==> src/rtl/flash_programmer.sv <==
// flash_programmer: erases every block covering [base_addr, base_addr+word_count) and then
//   programs the range word by word from a source stream, optionally verifying each word.
// Latency: one driver command per state pair; every *_WAIT lasts at least two cycles.
// Backpressure: src_ready pulses only in FETCH with src_valid high; src stalls are unbounded.
// Optional feature: define FLASH_PROGRAMMER_VERIFY_EN for per-word read-back compare.
// Ports: clk/rst (async, active-high); start/abort job control; base_addr/word_count job;
//   src_valid/src_data/src_ready word source; busy/done/error/err_addr/words_done status;
//   drv_* flash driver command/address/data interface with drv_busy handshake.
module flash_programmer #(
   parameter int FLASH_ADDR_SIZE = 22,
   parameter int BLOCK_ADDR_BITS = 16
) (
   input  logic                       clk,
   input  logic                       rst,
   input  logic                       start,
   input  logic                       abort,
   input  logic [FLASH_ADDR_SIZE-1:0] base_addr,
   input  logic [FLASH_ADDR_SIZE:0]   word_count,
   input  logic                       src_valid,
   input  logic [15:0]                src_data,
   output logic                       src_ready,
   output logic                       busy,
   output logic                       done,
   output logic                       error,
   output logic [FLASH_ADDR_SIZE-1:0] err_addr,
   output logic [FLASH_ADDR_SIZE:0]   words_done,
   output logic [FLASH_ADDR_SIZE-1:0] drv_addr,
   output logic [15:0]                drv_data_in,
   input  logic [15:0]                drv_data_out,
   output logic                       drv_enable_read,
   output logic                       drv_enable_erase,
   output logic                       drv_enable_write,
   input  logic                       drv_busy
);
   localparam int AW = FLASH_ADDR_SIZE;
   localparam int BB = BLOCK_ADDR_BITS;
   localparam int BW = FLASH_ADDR_SIZE - BLOCK_ADDR_BITS;

   typedef enum logic [3:0] {
      IDLE,
      ER_ISSUE,
      ER_WAIT,
      FETCH,
      WR_ISSUE,
      WR_WAIT,
`ifdef FLASH_PROGRAMMER_VERIFY_EN
      RD_ISSUE,
      RD_WAIT,
      RD_CHECK,
`endif
      FINISH
   } state_t;

   state_t          state_q, state_d;
   logic [AW-1:0]   addr_q;
   logic [BW-1:0]   block_q;
   logic [AW+1:0]   blocks_rem_q;   // erase blocks still to issue after the current one
   logic [AW:0]     count_q;
   logic [AW:0]     done_cnt_q;
   logic [15:0]     data_q;
   logic            first_q;        // high during the first cycle spent in a state
   logic [AW+1:0]   span_blocks;
   logic            wait_exit;
   logic            last_word;
   logic            advance;

   // Number of block boundaries crossed by the range; only meaningful for word_count != 0.
   assign span_blocks = ({{(AW+2-BB){1'b0}}, base_addr[BB-1:0]} + {1'b0, word_count}
                         - (AW+2)'(1)) >> BB;

   // The driver may raise drv_busy a cycle after the command, so the first wait cycle is blind.
   assign wait_exit = !first_q && !drv_busy;
   assign last_word = (done_cnt_q + (AW+1)'(1)) == count_q;

`ifdef FLASH_PROGRAMMER_VERIFY_EN
   logic            error_q;
   logic [AW-1:0]   err_addr_q;
   logic            mismatch;
   assign mismatch = drv_data_out != data_q;
`endif

   always_ff @(posedge clk or posedge rst) begin
      if (rst) state_q <= IDLE;
      else     state_q <= state_d;
   end

   always_comb begin
      state_d = state_q;
      case (state_q)
         IDLE:     if (start && !drv_busy) state_d = (word_count == '0) ? FINISH : ER_ISSUE;
         ER_ISSUE: state_d = ER_WAIT;
         ER_WAIT:  if (wait_exit) begin
                      if (abort)                  state_d = FINISH;
                      else if (blocks_rem_q != '0) state_d = ER_ISSUE;
                      else                        state_d = FETCH;
                   end
         FETCH:    if (abort)          state_d = FINISH;
                   else if (src_valid) state_d = WR_ISSUE;
         WR_ISSUE: state_d = WR_WAIT;
`ifdef FLASH_PROGRAMMER_VERIFY_EN
         WR_WAIT:  if (wait_exit) state_d = abort ? FINISH : RD_ISSUE;
         RD_ISSUE: state_d = RD_WAIT;
         RD_WAIT:  if (wait_exit) state_d = abort ? FINISH : RD_CHECK;
         // words_done was already bumped on WR_WAIT exit
         RD_CHECK: if (mismatch || done_cnt_q == count_q) state_d = FINISH;
                   else                                   state_d = FETCH;
`else
         WR_WAIT:  if (wait_exit) state_d = (abort || last_word) ? FINISH : FETCH;
`endif
         FINISH:   state_d = IDLE;
         default:  state_d = IDLE;
      endcase
   end

   // Moving to FETCH from anywhere but erase means the previous word is finished.
   assign advance = (state_d == FETCH) && (state_q != FETCH) && (state_q != ER_WAIT);

   always_ff @(posedge clk or posedge rst) begin
      if (rst) begin
         addr_q       <= '0;
         block_q      <= '0;
         blocks_rem_q <= '0;
         count_q      <= '0;
         done_cnt_q   <= '0;
         data_q       <= '0;
         first_q      <= 1'b0;
      end else begin
         first_q <= state_d != state_q;
         if (state_q == IDLE && state_d != IDLE) begin
            addr_q       <= base_addr;
            block_q      <= base_addr[AW-1:BB];
            blocks_rem_q <= span_blocks;
            count_q      <= word_count;
            done_cnt_q   <= '0;
         end
         if (state_q == ER_WAIT && state_d == ER_ISSUE) begin
            block_q      <= block_q + BW'(1);
            blocks_rem_q <= blocks_rem_q - (AW+2)'(1);
         end
         if (state_q == FETCH && state_d == WR_ISSUE) data_q <= src_data;
         if (state_q == WR_WAIT && wait_exit) done_cnt_q <= done_cnt_q + (AW+1)'(1);
         if (advance) addr_q <= addr_q + AW'(1);
      end
   end

`ifdef FLASH_PROGRAMMER_VERIFY_EN
   always_ff @(posedge clk or posedge rst) begin
      if (rst) begin
         error_q    <= 1'b0;
         err_addr_q <= '0;
      end else if (state_q == IDLE && state_d != IDLE) begin
         error_q    <= 1'b0;
         err_addr_q <= '0;
      end else if (state_q == RD_CHECK && mismatch) begin
         error_q    <= 1'b1;
         err_addr_q <= addr_q;
      end
   end

   assign error           = error_q;
   assign err_addr        = err_addr_q;
   assign drv_enable_read = (state_q == RD_ISSUE) || (state_q == RD_WAIT) || (state_q == RD_CHECK);
`else
   logic unused_rd_data;
   assign unused_rd_data  = ^drv_data_out;
   assign error           = 1'b0;
   assign err_addr        = '0;
   assign drv_enable_read = 1'b0;
`endif

   assign busy             = (state_q != IDLE) && (state_q != FINISH);
   assign done             = state_q == FINISH;
   assign src_ready        = (state_q == FETCH) && src_valid && !abort;
   assign words_done       = done_cnt_q;
   assign drv_enable_erase = state_q == ER_ISSUE;
   assign drv_enable_write = state_q == WR_ISSUE;
   assign drv_addr         = (state_q == ER_ISSUE || state_q == ER_WAIT) ? {block_q, {BB{1'b0}}}
                                                                         : addr_q;
   assign drv_data_in      = data_q;
endmodule
==> config.mk <==
export PLATFORM = sky130hd
export DESIGN_NAME = flash_programmer
export DESIGN_NICKNAME = d
export VERILOG_FILES = /design/src/rtl/flash_programmer.sv
export SDC_FILE = /design/constraint.sdc
export NUM_CORES = 1
export LEC_CHECK = 0
export ABC_AREA = 0
export CORE_ASPECT_RATIO = 0.8
export CORE_MARGIN = 2
export CORE_UTILIZATION = 52
export DETAILED_ROUTE_END_ITERATION = 12
export PLACE_DENSITY = 0.91
export SLEW_MARGIN = 20
export SYNTH_ARGS = -nofsm -noshare
export SYNTH_HDL_FRONTEND = slang
export SYNTH_SLANG_ARGS = --single-unit
==> constraint.sdc <==
create_clock -name clk -period 4.02 [get_ports clk]
set_input_delay 0.603 -clock clk [delete_from_list [all_inputs] [get_ports clk]]
set_output_delay 0.603 -clock clk [all_outputs]
set_load 0.005 [all_outputs]
==> results.toml <==
[run_status]
status = "finished clean"

[grt]
gr-usage-all-layers_pct = 26.6
grt-ovfl-total = 0
grt_pass1_wl_um = 34900
antenna_found_initial = 0
grt_max_degree = 58
grt_pass1_vias = 7222

[worst_setup_path]
path_cells = "nand4_1 -> nor3_1 -> xnor2_1 -> nand4_1 -> nor4_2 -> o2111ai_1 -> and3_1 -> buf_4 -> or2_4 -> o221a_2"
startpoint_type = "flip-flop"
worstPathArrival_ns = 4.08
path_common_cell = "nand4_1"
reg2regPathDepth = 10
slowest_delay_ns = 0.52
slowest_stage = "dfrtp_1"
crit_type = "reg2reg"
critical_path.max_fanout = 16
critical_path.endpoint_type = "flip-flop"
cp_data_required_time_ns = 4.32

[die]
pin_count = 173
die_w_um = 144
core_area_um2 = 15200
initial_core_util_pct = 53.7
rows = 40
die-area_um2 = 16700
dieHeight_um = 116

[logic_synthesis]
synth.most_common_cell = "dfrtp_1"
yosysTopAreaCellShare_pct = 36.6
yosysTopAreaCell = "dfrtp_1"
syn_area_per_cell_um2 = 8.80
synth_seq_area_share_pct = 36.6
synth.area.top_cells = "dfrtp_1, ha_1, o21ai_0"
synth_edf_count = 0
syn-instance-count = 925
syn-cell-area_um2 = 8140
synthFlopType = "dfrtp_1"
synth_top_cells_by_count = "dfrtp_1, inv_1, nand2_1, o21ai_0, ha_1"
ys_ff_latch = 119
ys_types = 71
async_flop_share_pct = 100
yosysWarningCount = 0

[placement]
gp_congestion = 0.882
pre_cts_slack_ns = 0.0608
hpwl_um = 15500
port_buffers = 132

[sta]
setup_viol = 0
rsz0062_at_grt = "no"
period_share_pct = 93.9
worst_slack_ns = 0.245
finalMaxSlewViolations = 0
relSlewSlack_pct = 53.2
fin_crit_ns = 3.77
holdWs_ns = 0.488
clock_skew_ns = 0.00762
tightest_slew_ns = 0.702
max_freq_ghz = 0.265
final-hold-violation-count = 0
timing.setup.tns_ns = 0

[pwr]
total_power_uw = 4070
power_density_nw_per_um2 = 399
p_sw_share_pct = 29.7
switching_power_uw = 1210
p_seq_share_pct = 38.9
p_comb_share_pct = 24.4
power.internal_uw = 2860
irDropWorstVdd_uv = 365
leakagePower_uw = 0.00466
clock_power_share_pct = 36.6

[clocking]
insertion_delay_ns = 0.42
cts_tree = "done"
postCtsResizedCells = 0
cts_buffers = 17
htreeDepth = 4
cts_setup_buffers = 0
clkSinkCount = 119
holdBufCountCts = 0
clk_path_buf_depth = 2
clk_pin_slew_ns = 0.06
cts_root_buf = "clkbuf_16"

[routing]
wire_per_inst_um = 16.9
firstDrtPassIters = 5
num_vias = 7406
final_antenna_net_count = 0
drtIter0Drc = 589
drc = 0
routed_wl_um = 21500
viasPerCell = 5.81

[hold_path]
hold_path_class = "reg2reg"
min_path_cells = 1

[layout]
drive_gt1_share_pct = 9.77
utilization_pct = 67.3
diodes = 0
syn2layout_area_growth_pct = 25.3
nNetsFinal = 1179

[flow_run]
maxCapViolations = 0
## critical path, delay by kind of cell, from the launching register on
family | cells | cell delay (ns)
xor gates and xnor gates | 1 | 0.19
DFF | 1 | 0.52
AOI/OAI and AO/OA | 2 | 0.50
and+or+nand+nor | 6 | 2.09
buffers and inverters | 1 | 0.32
## layer usage
metal	global-route usage, %	up-vias	share of wire [%]
li1	-	3495	-
met3	6.94	33	8.2
met2	43.9	314	47
met1	34.8	3564	43
met4	7.32	0	1.6
met5	0	-	0
## per-stage QoR
stage / instance area [um^2] / instances
after floorplan: 8230 / 949
after global placement: 9630 / 1243
after detailed placement: 9630 / 1243
after CTS: 10200 / 1274
after global routing: 10200 / 1274
final: 10200 / 1274
## power groups by stage
stage / Sequential, uW / Combinational (uW) / Clock (uW)
2_1_floorplan: 1530 / 625 / 0
3_3_place_gp: 1590 / 934 / 0
3_5_place_dp: 1600 / 974 / 0
4_1_cts: 1580 / 992 / 1510
5_1_grt: 1610 / 1100 / 1560
6_report: 1590 / 996 / 1490
## cell families after synthesis
kind of cell    Yosys count  share of synthesized area (%)
simple gates            300                           19.8
compound gates          215                           17.2
buf+inv                 157                           8.70
flops                   119                           36.6
xor+xnor                 47                           5.22
fa+ha+maj                44                           6.76
mux                      42                           5.67
other cells               1                         0.0460
## registers in the layout, indices dropped and copies added, names as in the netlist
signal	flops
drv_data_in	16
count_q	23
addr_q	22
block_q	6
words_done	23
blocks_rem_q	24
first_q	1
state_q	4
## cell usage in the layout, fill, tap and decap left out, types with 12 or more instances in the layout
cell             instances
clkdlybuf4s50_1        132
dfrtp_1                119
inv_1                   85
nand2_1                 80
o21ai_0                 80
ha_1                    44
nor2_1                  43
a21oi_1                 38
nand3_1                 37
mux2_2                  28
xnor2_1                 25
conb_1                  25
and3_1                  22
buf_4                   22
xor2_1                  21
and2_1                  19
nand4_1                 17
clkbuf_16               17
nor3_1                  15
o31ai_1                 13
mux2i_1                 12
## cell type report
| class | instances | area (um^2) |
|---|---|---|
| Clock buffer | 22 | 474 |
| Clock inverter | 9 | 100 |
| Fill cell | 1149 | 4960 |
| Inverter | 86 | 325 |
| Multi-Input combinational cell | 673 | 4550 |
| Sequential cell | 119 | 2980 |
| Tap cell | 210 | 263 |
| Timing Repair Buffer | 155 | 1510 |
## path summary, 6_finish.rpt
check,slack [ns],endpoint,startpoint
worst max-delay path,0.25,addr_q[5],words_done[3]
worst min-delay path,0.49,blocks_rem_q[16],blocks_rem_q[16]
worst max register to register,0.25,addr_q[5],words_done[3]
worst min register to register,0.49,blocks_rem_q[16],blocks_rem_q[16]
max in group asynchronous,2.54,words_done[12],rst
min in group asynchronous,0.57,drv_data_in[3],rst
Power figures use the tool's default switching activity.
